**src/rtl/inst_fetch_if.sv**
```systemverilog
// inst_fetch_if: bundles the signals of the fetch stage other than clk/reset.
//   master : the fetch stage (inst_fetch)
//   slave  : its environment (instruction memory, execute redirect, decode)
// Signals:
//   valid        run enable for new fetch requests
//   imem_req     instruction memory request, held until imem_ack
//   imem_addr    request address, stable while imem_req is high
//   imem_ack     one-cycle response strobe, imem_rdata valid with it
//   imem_rdata   fetched instruction word
//   redirect     one-cycle redirect pulse from execute
//   redirect_pc  redirect target (low two bits ignored)
//   stall_f_id   decode cannot accept this cycle
//   inst         instruction to decode
//   inst_pc      PC of inst
//   inst_valid   inst/inst_pc valid
interface inst_fetch_if #(
  parameter int ADDR_W = 32
);
  logic              valid;
  logic              imem_req;
  logic [ADDR_W-1:0] imem_addr;
  logic              imem_ack;
  logic [31:0]       imem_rdata;
  logic              redirect;
  logic [ADDR_W-1:0] redirect_pc;
  logic              stall_f_id;
  logic [31:0]       inst;
  logic [ADDR_W-1:0] inst_pc;
  logic              inst_valid;

  modport master (
    input  valid, imem_ack, imem_rdata, redirect, redirect_pc, stall_f_id,
    output imem_req, imem_addr, inst, inst_pc, inst_valid
  );

  modport slave (
    output valid, imem_ack, imem_rdata, redirect, redirect_pc, stall_f_id,
    input  imem_req, imem_addr, inst, inst_pc, inst_valid
  );
endinterface

```
**src/rtl/inst_fetch.sv**
```systemverilog
// inst_fetch: instruction-fetch stage feeding decode.
// Holds the PC, issues one outstanding request at a time to instruction
// memory, buffers returned words together with their PCs in a small FIFO
// and presents the FIFO head to decode with a valid/stall handshake.
// A redirect flushes buffered and in-flight instructions and restarts at
// the target address.
// Ports:
//   clk    system clock, all state on the rising edge
//   reset  asynchronous, active-low reset
//   bus    inst_fetch_if.master (memory, redirect and decode signals)
// Optional build macro IFETCH_BYPASS_EN: when defined, a word returning
// while the FIFO is empty is shown to decode in the same cycle as its ack
// and is only buffered if decode stalls.
module inst_fetch #(
  parameter int                ADDR_W     = 32,
  parameter int                FIFO_DEPTH = 4,
  parameter logic [ADDR_W-1:0] RESET_PC   = '0
) (
  input logic          clk,
  input logic          reset,
  inst_fetch_if.master bus
);

  localparam int PTR_W = $clog2(FIFO_DEPTH);
  localparam int CNT_W = PTR_W + 1;
  localparam logic [CNT_W-1:0] DEPTH_C = CNT_W'(FIFO_DEPTH);

  localparam logic [1:0] S_IDLE = 2'd0;
  localparam logic [1:0] S_WAIT = 2'd1;
  localparam logic [1:0] S_KILL = 2'd2;

  logic [1:0]         state;
  logic [ADDR_W-1:0]  pc;
  logic [ADDR_W-1:0]  req_addr;
  logic [ADDR_W+31:0] fifo_mem [FIFO_DEPTH];
  logic [ADDR_W+31:0] head;
  logic [PTR_W-1:0]   rd_ptr;
  logic [PTR_W-1:0]   wr_ptr;
  logic [CNT_W-1:0]   fifo_count;
  logic [CNT_W-1:0]   count_after_pop;
  logic               fifo_empty;
  logic               fifo_pop;
  logic               fifo_push;
  logic               ack_ok;
  logic               issue;
  logic [ADDR_W-1:0]  redirect_target;

  assign fifo_empty      = (fifo_count == '0);
  assign head            = fifo_mem[rd_ptr];
  assign redirect_target = {bus.redirect_pc[ADDR_W-1:2], 2'b00};

  // A word is accepted only in WAIT; a same-cycle redirect drops it.
  assign ack_ok   = (state == S_WAIT) && bus.imem_ack && !bus.redirect;
  assign fifo_pop = !fifo_empty && !bus.stall_f_id;

  // Issue is judged against the occupancy left after this cycle's pop, and
  // never in a redirect cycle since pc is about to change.
  assign count_after_pop = fifo_count - {{(CNT_W-1){1'b0}}, fifo_pop};
  assign issue = (state == S_IDLE) && bus.valid && !bus.redirect &&
                 (count_after_pop < DEPTH_C);

  assign bus.imem_req  = (state != S_IDLE);
  assign bus.imem_addr = req_addr;

`ifdef IFETCH_BYPASS_EN
  logic bypass_hit;

  // Empty FIFO and a good ack: hand the word straight to decode, and only
  // keep it if decode is stalled.
  assign bypass_hit     = ack_ok && fifo_empty;
  assign fifo_push      = ack_ok && !(bypass_hit && !bus.stall_f_id);
  assign bus.inst_valid = !fifo_empty || bypass_hit;
  assign bus.inst       = !fifo_empty ? head[31:0] :
                          (bypass_hit ? bus.imem_rdata : 32'd0);
  assign bus.inst_pc    = !fifo_empty ? head[ADDR_W+31:32] :
                          (bypass_hit ? pc : '0);
`else
  // Registered-only path: decode sees the FIFO head, zero when empty.
  assign fifo_push      = ack_ok;
  assign bus.inst_valid = !fifo_empty;
  assign bus.inst       = fifo_empty ? 32'd0 : head[31:0];
  assign bus.inst_pc    = fifo_empty ? '0 : head[ADDR_W+31:32];
`endif

  // Fetch control. A redirect always wins: it loads the new pc and abandons
  // any outstanding request. If the memory has not answered yet we sit in
  // KILL holding the old address until the ack, then throw the data away.
  always_ff @(posedge clk or negedge reset) begin
    if (!reset) begin
      state    <= S_IDLE;
      pc       <= RESET_PC;
      req_addr <= RESET_PC;
    end else if (bus.redirect) begin
      pc <= redirect_target;
      if (state == S_IDLE || bus.imem_ack) begin
        state <= S_IDLE;
      end else begin
        state <= S_KILL;
      end
    end else begin
      case (state)
        S_IDLE: begin
          if (issue) begin
            state    <= S_WAIT;
            req_addr <= pc;
          end
        end
        S_WAIT: begin
          if (bus.imem_ack) begin
            state <= S_IDLE;
            pc    <= pc + ADDR_W'(4);
          end
        end
        S_KILL: begin
          if (bus.imem_ack) begin
            state <= S_IDLE;
          end
        end
        default: state <= S_IDLE;
      endcase
    end
  end

  // Buffer storage; entries past the head are don't-care, so no reset.
  always_ff @(posedge clk) begin
    if (fifo_push) begin
      fifo_mem[wr_ptr] <= {pc, bus.imem_rdata};
    end
  end

  // Buffer pointers and occupancy; a redirect empties it on the same edge.
  always_ff @(posedge clk or negedge reset) begin
    if (!reset) begin
      rd_ptr     <= '0;
      wr_ptr     <= '0;
      fifo_count <= '0;
    end else if (bus.redirect) begin
      rd_ptr     <= '0;
      wr_ptr     <= '0;
      fifo_count <= '0;
    end else begin
      if (fifo_push) begin
        wr_ptr <= wr_ptr + PTR_W'(1);
      end
      if (fifo_pop) begin
        rd_ptr <= rd_ptr + PTR_W'(1);
      end
      case ({fifo_push, fifo_pop})
        2'b10:   fifo_count <= fifo_count + CNT_W'(1);
        2'b01:   fifo_count <= fifo_count - CNT_W'(1);
        default: fifo_count <= fifo_count;
      endcase
    end
  end

endmodule

```
**src/flat_wrapper.sv**
```systemverilog
// flat-port wrapper written by rule: the top's interface ports become plain ports
module inst_fetch_flat 
#(
  parameter int                ADDR_W     = 32,
  parameter int                FIFO_DEPTH = 4,
  parameter logic [ADDR_W-1:0] RESET_PC   = '0
)
  (clk, reset, bus_valid, bus_imem_ack, bus_imem_rdata, bus_redirect, bus_redirect_pc, bus_stall_f_id, bus_imem_req, bus_imem_addr, bus_inst, bus_inst_pc, bus_inst_valid);
  inst_fetch_if #(.ADDR_W(ADDR_W)) bus_i ();
  input logic clk;
  input logic reset;
  input wire logic [$bits(bus_i.valid)-1:0] bus_valid;
  input wire logic [$bits(bus_i.imem_ack)-1:0] bus_imem_ack;
  input wire logic [$bits(bus_i.imem_rdata)-1:0] bus_imem_rdata;
  input wire logic [$bits(bus_i.redirect)-1:0] bus_redirect;
  input wire logic [$bits(bus_i.redirect_pc)-1:0] bus_redirect_pc;
  input wire logic [$bits(bus_i.stall_f_id)-1:0] bus_stall_f_id;
  output wire logic [$bits(bus_i.imem_req)-1:0] bus_imem_req;
  output wire logic [$bits(bus_i.imem_addr)-1:0] bus_imem_addr;
  output wire logic [$bits(bus_i.inst)-1:0] bus_inst;
  output wire logic [$bits(bus_i.inst_pc)-1:0] bus_inst_pc;
  output wire logic [$bits(bus_i.inst_valid)-1:0] bus_inst_valid;
  assign bus_i.valid = bus_valid;
  assign bus_i.imem_ack = bus_imem_ack;
  assign bus_i.imem_rdata = bus_imem_rdata;
  assign bus_i.redirect = bus_redirect;
  assign bus_i.redirect_pc = bus_redirect_pc;
  assign bus_i.stall_f_id = bus_stall_f_id;
  assign bus_imem_req = bus_i.imem_req;
  assign bus_imem_addr = bus_i.imem_addr;
  assign bus_inst = bus_i.inst;
  assign bus_inst_pc = bus_i.inst_pc;
  assign bus_inst_valid = bus_i.inst_valid;
  inst_fetch #(.ADDR_W(ADDR_W), .FIFO_DEPTH(FIFO_DEPTH), .RESET_PC(RESET_PC)) u_core (.clk(clk), .reset(reset), .bus(bus_i));
endmodule
```
**config.mk**
```make
export PLATFORM = sky130hd
export DESIGN_NAME = inst_fetch_flat
export DESIGN_NICKNAME = d
export VERILOG_FILES = /design/src/rtl/inst_fetch_if.sv /design/src/rtl/inst_fetch.sv /design/src/flat_wrapper.sv
export SDC_FILE = /design/constraint.sdc
export NUM_CORES = 1
export LEC_CHECK = 0
export ABC_AREA = 1
export CAP_MARGIN = 10
export CELL_PAD_IN_SITES_DETAIL_PLACEMENT = 0
export CELL_PAD_IN_SITES_GLOBAL_PLACEMENT = 1
export CORE_ASPECT_RATIO = 0.9
export CORE_MARGIN = 2
export CORE_UTILIZATION = 35
export CTS_CLUSTER_SIZE = 12
export DETAILED_ROUTE_END_ITERATION = 16
export PLACE_DENSITY_LB_ADDON = 0.12
export RECOVER_POWER = 50
export SLEW_MARGIN = 20
export SYNTH_ARGS = -nofsm -noshare
export SYNTH_HDL_FRONTEND = slang
export SYNTH_SLANG_ARGS = --single-unit
```
**constraint.sdc**
```tcl
create_clock -name clk -period 4.8 [get_ports clk]
set_clock_uncertainty 0.15 [all_clocks]
set_input_delay 0.96 -clock clk [delete_from_list [all_inputs] [get_ports clk]]
set_output_delay 0.96 -clock clk [all_outputs]
set_load 0.005 [all_outputs]
```
==> impl_metrics.env <==
export IMPL_status="complete, but fails checks"
export IMPL_violations="capacitance limit, slew limit"
export IMPL_yosysTopAreaCell="edfxtp_1"
export IMPL_start_kind="input pin"
export IMPL_ys_ff_latch=317
export IMPL_slew_violations=104
export IMPL_fp_dieW_um=211
export IMPL_post_route_period_util_pct=84.4
export IMPL_yosys_warnings=0
export IMPL_drt_iter0_markers=490
export IMPL_die_y_um=190
export IMPL_dp_hpwl_mm=21.1
export IMPL_core_um2=38200
export IMPL_crit_required_ns=4.82
export IMPL_top_layer="met4"
export IMPL_wl_met1_mm=16.5
export IMPL_r2r_cells=7
export IMPL_cp_cell_sequence="dlygate4sd3_1 > clkbuf_1 > nor2_1 > inv_2 > nor2_4 > buf_12"
export IMPL_setup_ws_ns=0.751
export IMPL_cp_max_fo=62
export IMPL_slowest_stage="nor2_1"
export IMPL_ant_nets=0
export IMPL_synthDistinctLibCells=38
export IMPL_power_mw=8.72
export IMPL_synth_cells=1268
export IMPL_drc=0
export IMPL_setup_violations=0
export IMPL_critPathBufInv=4
export IMPL_ir_drop_uv=225
export IMPL_drive_gt1_share_pct=6.50
export IMPL_hp_start="u_core.bus.imem_addr[17]$_DFFE_PN0P_"
export IMPL_finalSetupTns_ns=0
export IMPL_hold_ws_ns=0.329
export IMPL_netlist_area_leader_share_pct=55.2
export IMPL_clkLatencyLatePin_ns=0.52
export IMPL_clock_fmax_ghz=0.247
export IMPL_netlist_top_cells_count="nor2_1 (303), edfxtp_1 (248), o21ai_0 (172), nand2_1 (167)"
export IMPL_synthTopCellsByArea="edfxtp_1 (55%), dfrtp_1 (13%), nor2_1 (8.4%)"
export IMPL_wl_met3_mm=1.41
export IMPL_cts_buffers_inserted=36
export IMPL_path_depth=6
export IMPL_clockBufferDepth=3
export IMPL_path_clk_slew_ns=0.05
export IMPL_grt_pass1_wl_mm=54.8
export IMPL_wl_per_cell_um=18.4
export IMPL_synth_edf_count=248
export IMPL_antenna_found_initial=0
export IMPL_dieArea_um2=40100
export IMPL_postCtsSetupBuffers=0
export IMPL_critical_path_endpoint_type="flip-flop"
export IMPL_hold_path_class="reg -> reg"
export IMPL_numPortBuffers=161
export IMPL_yosysMostFrequentCell="nor2_1"
export IMPL_slew_headroom_pct=-28.0
export IMPL_nNetsFinal=1498
export IMPL_maxCapViolations=2
export IMPL_hold_depth=2
export IMPL_cts_hold_buf=0
export IMPL_startpoint="bus_redirect"
export IMPL_hold_viol=0
export IMPL_timing_rr_start="u_core.state[1]$_DFFE_PN0P_"
export IMPL_first_pass_iters=5
export IMPL_start_util_pct=35.3
export IMPL_grt_overflow=0
export IMPL_io_pins=168
export IMPL_synthFlopType="edfxtp_1"
export IMPL_leakagePower_nw=6.18
export IMPL_synth_seq_area_share_pct=68.0
export IMPL_htree_levels=2
export IMPL_worstMarginPinSlew_ns=1.92
export IMPL_vias=9359
export IMPL_grt_usage_pct=18.1
export IMPL_ctsResizeCount=0
export IMPL_synth_area_um2=13500
export IMPL_drt_vias_per_instance=4.83
export IMPL_cts_root_buffer="clkbuf_16"
export IMPL_gp_congestion=0.811
export IMPL_syn_to_final_growth_pct=23.8
export IMPL_crit_family="buffers and inverters"
export IMPL_cp_arrival_ns=4.07
export IMPL_rows=68
export IMPL_setup_worst_path_class="in -> reg"
export IMPL_syn_area_per_cell_um2=10.6
export IMPL_cts_sinks=317
export IMPL_synthArstFlopShare_pct=21.8
export IMPL_met2WireLength_mm=16.9
export IMPL_rsz0062_at_grt="false"
export IMPL_grt_pass1_vias=9582
export IMPL_min_period_ns=4.05
export IMPL_grt_max_degree=76
export IMPL_cp_slowest_stage_delay_ns=1.15
export IMPL_routed_wl_mm=35.6
export IMPL_pre_cts_slack_ns=1.34
export IMPL_antenna_cells=0
export IMPL_cts_tree="yes"
export IMPL_pwr_density_cell_nw_per_um2=522
per-stage QoR:
stage,utilization [%],cell area (µm²),cells
finish,43.7,16700,1936
global route,43.7,16700,1936
CTS,43.8,16700,1936
detailed placement,40.9,15600,1872
global placement,40.9,15600,1872
floorplan,-,13500,1271
logic make-up after synthesis:
kind of cell               after synthesis  share of synthesized area (%)
other                                    1                         0.0278
DFF                                    317                           68.0
adders and majority gates                8                          0.797
AOI/OAI and AO/OA                      253                           9.58
buffers and inverters                  135                           4.41
xor gates and xnor gates                 5                          0.325
and+or+nand+nor                        547                           16.7
muxes                                    2                          0.167
worst register-to-register path: stages, from the launching register on:
cell	delay (ns)
dfrtp_1	0.35
inv_1	0.10
ha_1	0.17
nand2_2	0.12
nor2_1	1.01
inv_2	0.36
nor2_4	0.21
buf_12	0.36
placed cells by master, fill, tap and decap left out, types with 6 or more instances in the layout:
cell type        instances
inv_1                   63
nand2_1                168
ha_1                     7
dfrtp_1                 67
nor2_4                   8
nand3_1                 48
nor2_2                   6
clkinv_1                 7
buf_12                   6
buf_4                    7
o21ai_0                172
clkdlybuf4s50_1        122
dlygate4sd3_1           38
nor2_1                 302
clkbuf_16               37
a21oi_1                 69
edfxtp_1               248
clkbuf_1                15
area by class of cell:
class	count	area [µm²]
clock buffer	50	985
inverter	69	260
clock inverter	14	124
fill	3620	21500
multi-input combinational	819	3750
tap	490	613
sequential	317	9180
timing repair buffer	177	1790
routing by layer:
layer / track usage, % / vias to the layer above
met5: 0 / -
met4: 5.53 / 0
met3: 2.82 / 52
met2: 30.3 / 196
met1: 24.2 / 4506
li1: - / 4605
report_power, final:
part           internal [mW]  total (mW)  switching (mW)  leakage [nW]
Sequential              3.27        3.51           0.242          3.09
Combinational           1.17        2.61            1.44          2.54
Clock                   1.54        2.60            1.06         0.540
Total                   5.98        8.72            2.74          6.18
state kept, by name, summed over array words and instances (netlist names):
signal,cells
u_core.fifo_mem,248
u_core.rd_ptr,2
u_core.bus.imem_addr,30
u_core.fifo_count,3
u_core.wr_ptr,2
u_core.pc,30
u_core.state,2
worst paths after layout:
kind	endpoint	slack [ns]
max	u_core.fifo_mem[2][7]$_DFFE_PP_	0.75
min	u_core.bus.imem_addr[17]$_DFFE_PN0P_	0.33
max reg2reg	u_core.fifo_mem[2][7]$_DFFE_PP_	1.57
min reg2reg	u_core.bus.imem_addr[17]$_DFFE_PN0P_	0.33
max in group asynchronous	u_core.rd_ptr[0]$_DFFE_PN0P_	2.31
min in group asynchronous	u_core.bus.imem_addr[28]$_DFFE_PN0P_	0.82
Note: power is estimated with default switching activity, not from simulation.
